==> src/rtl/lc4_dual_issue_sched_pkg.sv <==
// Shared definitions for the LC4 dual-issue scheduler: stall-cause codes,
// load-latency bound and the packed scoreboard type.
package lc4_ss_pkg;

  localparam int LOAD_LAT_MAX = 3;
  localparam int NUM_REGS     = 8;

  typedef enum logic [1:0] {
    CAUSE_NONE     = 2'd0,
    CAUSE_LOAD_USE = 2'd1,
    CAUSE_DEP      = 2'd2,
    CAUSE_STRUCT   = 2'd3
  } stall_cause_e;

  typedef logic [NUM_REGS-1:0][1:0] busy_vec_t;

  // An enabled source is blocked while its scoreboard counter is non-zero.
  function automatic logic src_busy(input busy_vec_t busy, input logic [2:0] r, input logic en);
    return en && (busy[r] != 2'd0);
  endfunction

endpackage

==> src/rtl/lc4_dual_issue_sched_hazard_chk.sv <==
// Hazard check for one issue slot. FULL=0 gives the scoreboard-only check
// used by the older slot; FULL=1 adds intra-pair dependence and structural checks.
module lc4_hazard_chk
  import lc4_ss_pkg::*;
#(
  parameter bit FULL = 1'b1
) (
  input  busy_vec_t  i_busy,
  input  logic       i_vld,
  input  logic [2:0] i_rs,
  input  logic [2:0] i_rt,
  input  logic       i_rs_re,
  input  logic       i_rt_re,
  input  logic       i_is_mem,
  input  logic [2:0] i_old_rd,
  input  logic       i_old_rd_we,
  input  logic       i_old_is_mem,
  input  logic       i_old_is_br,
  output logic       o_hz_sb,
  output logic       o_hz_dep,
  output logic       o_hz_struct
);

  logic w_dep;
  logic w_struct;

  assign w_dep = i_old_rd_we &&
                 ((i_rs_re && (i_rs == i_old_rd)) || (i_rt_re && (i_rt == i_old_rd)));
  // A write-after-write on the same rd is deliberately not a hazard.
  assign w_struct = (i_old_is_mem && i_is_mem) || i_old_is_br;

  assign o_hz_sb     = i_vld && (src_busy(i_busy, i_rs, i_rs_re) || src_busy(i_busy, i_rt, i_rt_re));
  assign o_hz_dep    = FULL && i_vld && w_dep;
  assign o_hz_struct = FULL && i_vld && w_struct;

endmodule

==> src/rtl/lc4_dual_issue_sched.sv <==
// LC4 two-slot in-order issue scheduler with a load scoreboard.
// Optional performance counters are enabled with macro LC4_SS_PERF_CNT_EN.
module lc4_dual_issue_sched
  import lc4_ss_pkg::*;
#(
  parameter int LOAD_LAT = 1
) (
  input  logic        clk,
  input  logic        rst,
  input  logic        gwe,
  input  logic        i_flush,
  input  logic        i_vld_A,
  input  logic        i_vld_B,
  input  logic [2:0]  i_rs_A,
  input  logic [2:0]  i_rt_A,
  input  logic [2:0]  i_rd_A,
  input  logic [2:0]  i_rs_B,
  input  logic [2:0]  i_rt_B,
  input  logic [2:0]  i_rd_B,
  input  logic        i_rs_re_A,
  input  logic        i_rt_re_A,
  input  logic        i_rd_we_A,
  input  logic        i_rs_re_B,
  input  logic        i_rt_re_B,
  input  logic        i_rd_we_B,
  input  logic        i_is_mem_A,
  input  logic        i_is_load_A,
  input  logic        i_is_br_A,
  input  logic        i_is_mem_B,
  input  logic        i_is_load_B,
  input  logic        i_is_br_B,
  output logic        o_issue_A,
  output logic        o_issue_B,
  output logic [1:0]  o_advance,
  output logic [1:0]  o_stall_cause
`ifdef LC4_SS_PERF_CNT_EN
  ,
  output logic [31:0] o_cnt_dual,
  output logic [31:0] o_cnt_single,
  output logic [31:0] o_cnt_stall
`endif
);

  localparam logic [1:0] LAT_ENC = (LOAD_LAT > LOAD_LAT_MAX) ? 2'(LOAD_LAT_MAX) :
                                   (LOAD_LAT < 1)            ? 2'd1 : 2'(LOAD_LAT);

  busy_vec_t        r_busy;
  logic [NUM_REGS-1:0] w_set;
  logic             w_sb_A, w_dep_A, w_st_A;
  logic             w_sb_B, w_dep_B, w_st_B;
  logic             w_hz_A, w_hz_B;
  logic             w_issue_A, w_issue_B;
  stall_cause_e     w_cause;

  lc4_hazard_chk #(.FULL(1'b0)) u_chk_A (
    .i_busy       (r_busy),
    .i_vld        (i_vld_A),
    .i_rs         (i_rs_A),
    .i_rt         (i_rt_A),
    .i_rs_re      (i_rs_re_A),
    .i_rt_re      (i_rt_re_A),
    .i_is_mem     (i_is_mem_A),
    .i_old_rd     (3'd0),
    .i_old_rd_we  (1'b0),
    .i_old_is_mem (1'b0),
    .i_old_is_br  (1'b0),
    .o_hz_sb      (w_sb_A),
    .o_hz_dep     (w_dep_A),
    .o_hz_struct  (w_st_A)
  );

  lc4_hazard_chk #(.FULL(1'b1)) u_chk_B (
    .i_busy       (r_busy),
    .i_vld        (i_vld_B),
    .i_rs         (i_rs_B),
    .i_rt         (i_rt_B),
    .i_rs_re      (i_rs_re_B),
    .i_rt_re      (i_rt_re_B),
    .i_is_mem     (i_is_mem_B),
    .i_old_rd     (i_rd_A),
    .i_old_rd_we  (i_rd_we_A),
    .i_old_is_mem (i_is_mem_A),
    .i_old_is_br  (i_is_br_A),
    .o_hz_sb      (w_sb_B),
    .o_hz_dep     (w_dep_B),
    .o_hz_struct  (w_st_B)
  );

  assign w_hz_A = w_sb_A | w_dep_A | w_st_A;
  assign w_hz_B = w_sb_B | w_dep_B | w_st_B;

  // Reset forces all outputs low combinationally, not just at the next edge.
  assign w_issue_A = rst & i_vld_A & ~w_hz_A & ~i_flush;
  assign w_issue_B = w_issue_A & i_vld_B & ~w_hz_B;

  always_comb begin
    w_cause = CAUSE_NONE;
    if (!rst) begin
      w_cause = CAUSE_NONE;
    end else if (i_vld_A && !w_issue_A) begin
      if (w_sb_A)       w_cause = CAUSE_LOAD_USE;
      else if (w_dep_A) w_cause = CAUSE_DEP;
      else if (w_st_A)  w_cause = CAUSE_STRUCT;
      else              w_cause = CAUSE_NONE;
    end else if (w_issue_A && i_vld_B && !w_issue_B) begin
      if (w_sb_B)       w_cause = CAUSE_LOAD_USE;
      else if (w_dep_B) w_cause = CAUSE_DEP;
      else if (w_st_B)  w_cause = CAUSE_STRUCT;
      else              w_cause = CAUSE_NONE;
    end else begin
      w_cause = CAUSE_NONE;
    end
  end

  assign o_issue_A     = w_issue_A;
  assign o_issue_B     = w_issue_B;
  assign o_advance     = {1'b0, w_issue_A} + {1'b0, w_issue_B};
  assign o_stall_cause = w_cause;

  // Both slots loading the same rd simply OR into one set bit.
  always_comb begin
    w_set = '0;
    for (int r = 0; r < NUM_REGS; r++) begin
      w_set[r] = (w_issue_A && i_is_load_A && i_rd_we_A && (i_rd_A == 3'(r))) ||
                 (w_issue_B && i_is_load_B && i_rd_we_B && (i_rd_B == 3'(r)));
    end
  end

  always_ff @(posedge clk or negedge rst) begin
    if (!rst) begin
      r_busy <= '0;
    end else if (gwe) begin
      if (i_flush) begin
        r_busy <= '0;
      end else begin
        for (int r = 0; r < NUM_REGS; r++) begin
          if (w_set[r])                 r_busy[r] <= LAT_ENC;
          else if (r_busy[r] != 2'd0)   r_busy[r] <= r_busy[r] - 2'd1;
        end
      end
    end
  end

`ifdef LC4_SS_PERF_CNT_EN
  logic [31:0] r_cnt_dual;
  logic [31:0] r_cnt_single;
  logic [31:0] r_cnt_stall;

  // Stall cycles are counted only when there was an instruction waiting.
  always_ff @(posedge clk or negedge rst) begin
    if (!rst) begin
      r_cnt_dual   <= 32'd0;
      r_cnt_single <= 32'd0;
      r_cnt_stall  <= 32'd0;
    end else if (gwe) begin
      case (o_advance)
        2'd2:    r_cnt_dual   <= r_cnt_dual + 32'd1;
        2'd1:    r_cnt_single <= r_cnt_single + 32'd1;
        2'd0:    if (i_vld_A) r_cnt_stall <= r_cnt_stall + 32'd1;
        default: r_cnt_dual   <= r_cnt_dual;
      endcase
    end
  end

  assign o_cnt_dual   = r_cnt_dual;
  assign o_cnt_single = r_cnt_single;
  assign o_cnt_stall  = r_cnt_stall;
`endif

endmodule

==> config.mk <==
export PLATFORM = sky130hd
export DESIGN_NAME = lc4_dual_issue_sched
export DESIGN_NICKNAME = d
export VERILOG_FILES = /design/src/rtl/lc4_dual_issue_sched_pkg.sv /design/src/rtl/lc4_dual_issue_sched_hazard_chk.sv /design/src/rtl/lc4_dual_issue_sched.sv
export SDC_FILE = /design/constraint.sdc
export NUM_CORES = 1
export LEC_CHECK = 0
export ABC_AREA = 1
export BUFFER_PORTS_ARGS = -buffer_cell sky130_fd_sc_hd__buf_2
export CAP_MARGIN = 40
export CORE_MARGIN = 3
export CORE_UTILIZATION = 35
export CTS_CLUSTER_DIAMETER = 120
export DETAILED_ROUTE_END_ITERATION = 7
export SLEW_MARGIN = 20
export SYNTH_ARGS = -nofsm -noshare
export SYNTH_HDL_FRONTEND = slang
export SYNTH_SLANG_ARGS = --single-unit
==> constraint.sdc <==
create_clock -name clk -period 2.3 [get_ports clk]
set_input_delay 0.115 -clock clk [delete_from_list [all_inputs] [get_ports clk]]
set_output_delay 0.115 -clock clk [all_outputs]
set_load 0.005 [all_outputs]
# Yosys cells after proc, flatten, opt, wreduce, memory -nomap -nowiden

Cells that the tools add are included.

Logic and storage cells: 158
Output and inout port bits: 6
Bits of input ports: 36
Bits in registers: 16

Reductions and logical operators: 79
Muxes and demuxes: 32
Bitwise logic cells: 10
$add $sub $neg: 9
Equal/unequal tests: 16
Magnitude comparators: 4

Operators by type and width:

| cell                                                                 | number |
|---|---|
| 2-bit 2-to-1 mux                                                     | 26 |
| 1-bit logical AND                                                    | 35 |
| 2-bit binary-select mux with 3-bit select                            | 4 |
| 3-bit == test, second input constant                                 | 8 |
| 2-bit nonzero test                                                   | 12 |
| 3-bit nonzero test                                                   | 8 |
| 3-bit by 4-bit < comparator with 1-bit output, second input constant | 4 |
| 16-bit 2-to-1 mux                                                    | 1 |
| 2-bit AND reduction                                                  | 8 |
| 2-bit by 1-bit subtractor with 2-bit output, second input constant   | 8 |
| 3-bit by 2-bit == test with 1-bit output, second input constant      | 4 |
| 1-bit logical OR                                                     | 12 |
| 3-bit by 1-bit == test with 1-bit output, second input constant      | 2 |
| 3-bit == test                                                        | 2 |
| 3-bit zero test                                                      | 2 |
| 1-bit bitwise AND                                                    | 5 |
| 1-bit inverter                                                       | 3 |
| 1-bit by 1-bit adder with 2-bit output                               | 1 |
| 1-bit zero test                                                      | 2 |
| 1-bit OR                                                             | 2 |
| 1-bit 2-to-1 mux                                                     | 1 |

# Logic depth before layout (Yosys ltp)

Depth in word-level cells: 17
Depth in mapped cells: 14
Mapped depth without buffers: 14

# Hierarchy

From an unflattened synthesis, not the netlist that was laid out.

Cell total of the unflattened synthesis: 316
Area, all modules: 2009.4 µm²

By module, submodules not included:

| module                   | sequential area each (µm²) | area each (µm²) | times used | cells each |
|---|---|---|---|---|
| lc4_dual_issue_sched     | 400.4                      | 1457.6          | 1          | 199 |
| lc4_hazard_chk (u_chk_B) | 0.0                        | 324.1           | 1          | 66 |
| lc4_hazard_chk (u_chk_A) | 0.0                        | 227.7           | 1          | 51 |

# Worst setup path after synthesis

Ideal clock, no wire load.

Kind: flip-flop to flip-flop
From: register r_busy[0] in the netlist's numbering
To: register r_busy[2] in the netlist's numbering
Period minus slack after synthesis: 1736 ps
Buffers on the path: 0
Library setup time: 119 ps
Setup slack: 564 ps
Data arrival time: 1617 ps
Stages on the path, launching flop included: 13
Data required time: 2181 ps
Cell sequence: dfrtp_1 -> nor2_1 -> nand2_1 -> nand3_1 -> nand3_1 -> nand3_2 -> nand2_2 -> nor2_4 -> nand4_1 -> nand4_2 -> nand2_1 -> nand2_1 -> nand2_1

Word-level cells in the longest chain between the ends: 17
Elaborated cells on any way between the ends: 39
Those cells by class: mux: 10; bitwise: 8; reduce/logical: 21

Ends and longest elaborated chain:

| what                                                                      | line                                  | source |
|---|---|---|
| start: declaration                                                        | lc4_dual_issue_sched.sv:47            | `busy_vec_t r_busy;` |
| start signal: assignment                                                  | lc4_dual_issue_sched.sv:131           | `r_busy <= '0;` |
| start signal: assignment                                                  | lc4_dual_issue_sched.sv:134           | `r_busy <= '0;` |
| start signal: indexed assignment                                          | lc4_dual_issue_sched.sv:137           | `if (w_set[r]) r_busy[r] <= LAT_ENC;` |
| 2-bit binary-select mux with 3-bit select                                 | lc4_dual_issue_sched_pkg.sv:19        | `return en && (busy[r] != 2'd0);` |
| 2-bit 2-to-1 mux (implied by the code)                                    | lc4_dual_issue_sched_pkg.sv:19        |  |
| 2-bit nonzero test                                                        | lc4_dual_issue_sched_pkg.sv:19        |  |
| 1-bit logical AND                                                         | lc4_dual_issue_sched_pkg.sv:19        |  |
| 1-bit logical OR (*)                                                      | lc4_dual_issue_sched_hazard_chk.sv:32 | `assign o_hz_sb = i_vld && (src_busy(i_busy, i_rs, i_rs_re) \|\| src_busy(i_busy, i_rt, i_rt_re));` |
| 1-bit logical AND (*)                                                     | lc4_dual_issue_sched_hazard_chk.sv:32 |  |
| 1-bit inverter (*)                                                        | lc4_dual_issue_sched.sv:93            | `assign w_issue_A = rst & i_vld_A & ~w_hz_A & ~i_flush;` |
| 1-bit bitwise AND (*) (2 in series)                                       | lc4_dual_issue_sched.sv:93            |  |
| named net o_issue_A                                                       | lc4_dual_issue_sched.sv:32            | `output logic o_issue_A,` |
| 1-bit bitwise AND (2 in series)                                           | lc4_dual_issue_sched.sv:94            | `assign w_issue_B = w_issue_A & i_vld_B & ~w_hz_B;` |
| 1-bit logical AND (3 in series)                                           | lc4_dual_issue_sched.sv:125           | `(w_issue_B && i_is_load_B && i_rd_we_B && (i_rd_B == 3'(r)));` |
| 1-bit logical OR (*)                                                      | lc4_dual_issue_sched.sv:124           | `w_set[r] = (w_issue_A && i_is_load_A && i_rd_we_A && (i_rd_A == 3'(r))) \|\|` |
| 3-bit nonzero test (no line) / 2-bit 2-to-1 mux (equally long branches)   | n/a                                   |  |
| 2-bit AND reduction (no line) / 16-bit 2-to-1 mux (equally long branches) | n/a                                   |  |

The timed path passes the listed nets; every way through them passes the cells marked *. The select of a mux whose other input is x is not followed.
A chain may end at the register's enable or synchronous reset.

# Final worst setup path

From: register r_busy[10] in the netlist's numbering
To: output port o_advance[0]

Word-level cells in the longest chain between the ends: 12
Elaborated cells on any way between the ends: 29
Those cells by class: add/sub: 1; mux: 8; bitwise: 8; reduce/logical: 12

Ends and longest elaborated chain:

| what                                       | line                                  | source |
|---|---|---|
| 2-bit binary-select mux with 3-bit select  | lc4_dual_issue_sched_pkg.sv:19        |  |
| 2-bit 2-to-1 mux (implied by the code)     | lc4_dual_issue_sched_pkg.sv:19        |  |
| 2-bit nonzero test                         | lc4_dual_issue_sched_pkg.sv:19        |  |
| 1-bit logical AND                          | lc4_dual_issue_sched_pkg.sv:19        |  |
| 1-bit logical OR                           | lc4_dual_issue_sched_hazard_chk.sv:32 |  |
| 1-bit logical AND                          | lc4_dual_issue_sched_hazard_chk.sv:32 |  |
| 1-bit inverter                             | lc4_dual_issue_sched.sv:93            |  |
| 1-bit bitwise AND (2 in series)            | lc4_dual_issue_sched.sv:93            |  |
| 1-bit bitwise AND (2 in series)            | lc4_dual_issue_sched.sv:94            |  |
| 1-bit by 1-bit adder with 2-bit output (*) | lc4_dual_issue_sched.sv:117           | `assign o_advance = {1'b0, w_issue_A} + {1'b0, w_issue_B};` |
| end: declaration                           | lc4_dual_issue_sched.sv:34            | `output logic [1:0] o_advance,` |

Mark *: on every way between the ends. The rest lies on a longest branch, timed or not. The select of a mux whose other input is x is not followed.

==> out/metrics.yaml <==
irDropWorstVdd_mv: 0.379
r2r_start: "r_busy[0]"
p_seq_share_pct: 30.6
dr.pass1.iters: 4
portBuffers: 40
ff2ff_setup_slack_ps: 230
synth_top_cell_area_share_pct: 21.5
postSynth.asyncResetShare_pct: 100
cts.clk_slew.worst_paths_ps: 70
synthTopCellsByCount: "nand2_1 (85), nand3_1 (49), inv_1 (37)"
grt_antenna_before_repair: 0
fp.dieArea_um2: 6220
reg2reg_depth: 13
core_area_um2: 4910
cp.required_ps: 2180
largest_register_ffs: 16
insertedDiodeCount: 0
rsz0062_at_grt: "true"
grt_pass1_vias: 1780
synth_area_leaders: "dfrtp_1 (22%), nand2_1 (17%), nand3_1 (13%), inv_1 (7.5%), ha_1 (6.1%)"
min_period_ps: 2200
cp-start-kind: "flip-flop"
fin_skew_ps: 0.877
io-pin-count: 42
min_path_type: "in2reg"
place_ws_ps: 169
power_switching_share_pct: 45.6
fp-row-count: 25
cts_max_level: 1
postSynthCellCount: 288
busiest_layer: "met2"
grt.total_usage_pct: 16.3
relSlewSlack_pct: 72.7
globalplace.congestion: 0.798
crit_arrival_ps: 2090
hold_depth: 3
tightest_slew_ps: 406
synth_cell_types: 29
cap_violations: 0
regToRegEndpoint: "r_busy[13]"
cp-end-kind: "primary output"
p_sw_mw: 0.806
use_met1_pct: 21.9
setup_viol: 0
synth_nets: 333
grt_start_max_net_pins: 25
seq_area_frac_synth_pct: 21.5
setup_ws_ps: 95.8
finalHoldViolations: 0
overflow: 0
pwr-share-clk_pct: 14.4
initial_utilization_pct: 37.9
yosysMostFrequentCell: "nand2_1"
path_class: "reg2out"
synthesis.area_um2: 1860
met2_usage_pct: 27.9
hold_end: "r_busy[1]"
finish.utilization_pct: 46.1
synth_warnings: 0
synth-main-ff-cell: "dfrtp_1"
routed_wl_um: 4870
power.density_nw_per_um2: 782
synth.avg_cell_area_um2: 6.46
fmax_ghz: 0.454
drv_slew: 0
ctsRootBufferMaster: "clkbuf_8"
leakagePower_nw: 1.18
synth_edf_count: 0
p_int_mw: 0.961
clk_latency_ps: 250
grt_pass1_wl_um: 8200
num_vias: 2037
pwr-share-comb_pct: 55.1
grtUsageMet3_pct: 2.49
synth-seq-cells: 16
tns_ps: 0
reg_top3: "r_busy x16"
hpwl_um: 3950
yosys.area.top_type: "dfrtp_1"
wl_per_cell_um: 12.1
hold_start: "gwe"
die_h_um: 78.9
path_max_fanout: 10
vias_per_cell: 5.08
cts_buffers: 3
regArea_um2: 400
cts_tree: "built"
clk_path_buf_depth: 2
largest_register: "r_busy"
clock_sinks: 16
drc: 0
layout_worst_path_cycle_share_pct: 95.8
outcome: "complete, no violations"
drive_gt1_share_pct: 24.9
die_w_um: 78.9
drt_iter0_drc: 108
area_growth_pct: 21.7
n_fill_cell: 539
drtAntennaViolNets: 0
finish.net_count: 380
multi_input_area_um2: 1310
area by class of cell:
type	instances	share of cell area, %
sequential	16	17.7
tap	67	3.71
timing repair buffer	47	11.8
multi-input combinational	227	57.7
inverter	40	6.64
clock buffer	4	2.43
metal layers:
layer / vias to the layer above / part of all wire (%)
met2: 50 / 48
met3: 2 / 5.1
met4: 0 / 0.45
li1: 1059 / -
met1: 926 / 47
met5: - / 0
layout by cell type, fill, tap and decap left out:
| cell type | count |
|---|---|
| a21boi_0 | 4 |
| a21oi_1 | 1 |
| a21oi_4 | 1 |
| buf_12 | 1 |
| buf_2 | 40 |
| buf_4 | 5 |
| clkbuf_8 | 4 |
| clkinv_1 | 1 |
| dfrtp_1 | 16 |
| dlygate4sd3_1 | 1 |
| ha_1 | 9 |
| inv_1 | 37 |
| inv_2 | 2 |
| nand2_1 | 85 |
| nand2_2 | 3 |
| nand3_1 | 49 |
| nand3_2 | 10 |
| nand3b_1 | 2 |
| nand4_1 | 17 |
| nand4_2 | 8 |
| nand4_4 | 1 |
| nor2_1 | 15 |
| nor2_2 | 4 |
| nor2_4 | 3 |
| nor2_8 | 1 |
| nor3_1 | 8 |
| nor3b_1 | 1 |
| o211ai_1 | 1 |
| o21ai_1 | 2 |
| o22ai_1 | 1 |
| xnor2_1 | 1 |
power groups by stage:
| stage | Clock (mW) | Sequential (mW) | Combinational [mW] |
|---|---|---|---|
| after floorplan | 0 | 0.493 | 0.707 |
| after global placement | 0 | 0.522 | 0.939 |
| after detailed placement | 0 | 0.525 | 0.960 |
| after CTS | 0.264 | 0.519 | 0.964 |
| after global routing | 0.281 | 0.562 | 1.14 |
| final | 0.254 | 0.540 | 0.974 |
cells by family (layout without fill, tap and decap cells):
family | count (synthesis) | in the layout | share of synthesized area, %
AND/OR/NAND/NOR | 207 | 207 | 58.5
buffers and inverters | 45 | 91 | 9.35
AO/OA/AOI/OAI | 10 | 10 | 4.04
flip-flops | 16 | 16 | 21.5
XOR/XNOR | 1 | 1 | 0.471
adder cells (fa/ha/maj) | 9 | 9 | 6.06
critical path: stages, from the launching register on:
cell     delay, ps
dfrtp_1        420
nor2_2         230
nand2_1         80
nand3_1         70
nand3_1         70
nand3_1        100
nand2_1         90
nand2_1         90
nand2_2         90
nor2_8         190
ha_1           270
buf_2          130
timing repair:
item                       in CTS  in global routing
setup buffers                   0                  2
hold endpoints to repair       16                  0
gates resized for setup         0                  6
setup endpoints to repair       0                 19
hold buffers                    1                  0
through the flow:
| step | cells | hold slack, ps | area, µm² | total power [mW] |
|---|---|---|---|---|
| floorplan | 288 | -181 | 1860 | 1.20 |
| global placement | 394 | 131 | 2150 | 1.46 |
| detailed placement | 394 | 130 | 2150 | 1.48 |
| CTS | 399 | 309 | 2210 | 1.75 |
| global route | 401 | 338 | 2260 | 1.99 |
| finish | 401 | 318 | 2260 | 1.77 |
worst max path at each step:
stage,slack (ps),startpoint,end,depth (start not counted)
6_report,100,r_busy[10],o_advance[0],11
3_5_place_dp,170,r_busy[0],r_busy[5],12
3_3_place_gp,200,r_busy[0],r_busy[13],12
4_1_cts,3,r_busy[10],o_advance[0],11
5_1_grt,-100,r_busy[10],o_advance[0],11
2_1_floorplan,560,r_busy[0],r_busy[2],12
Power figures use the tool's default switching activity.
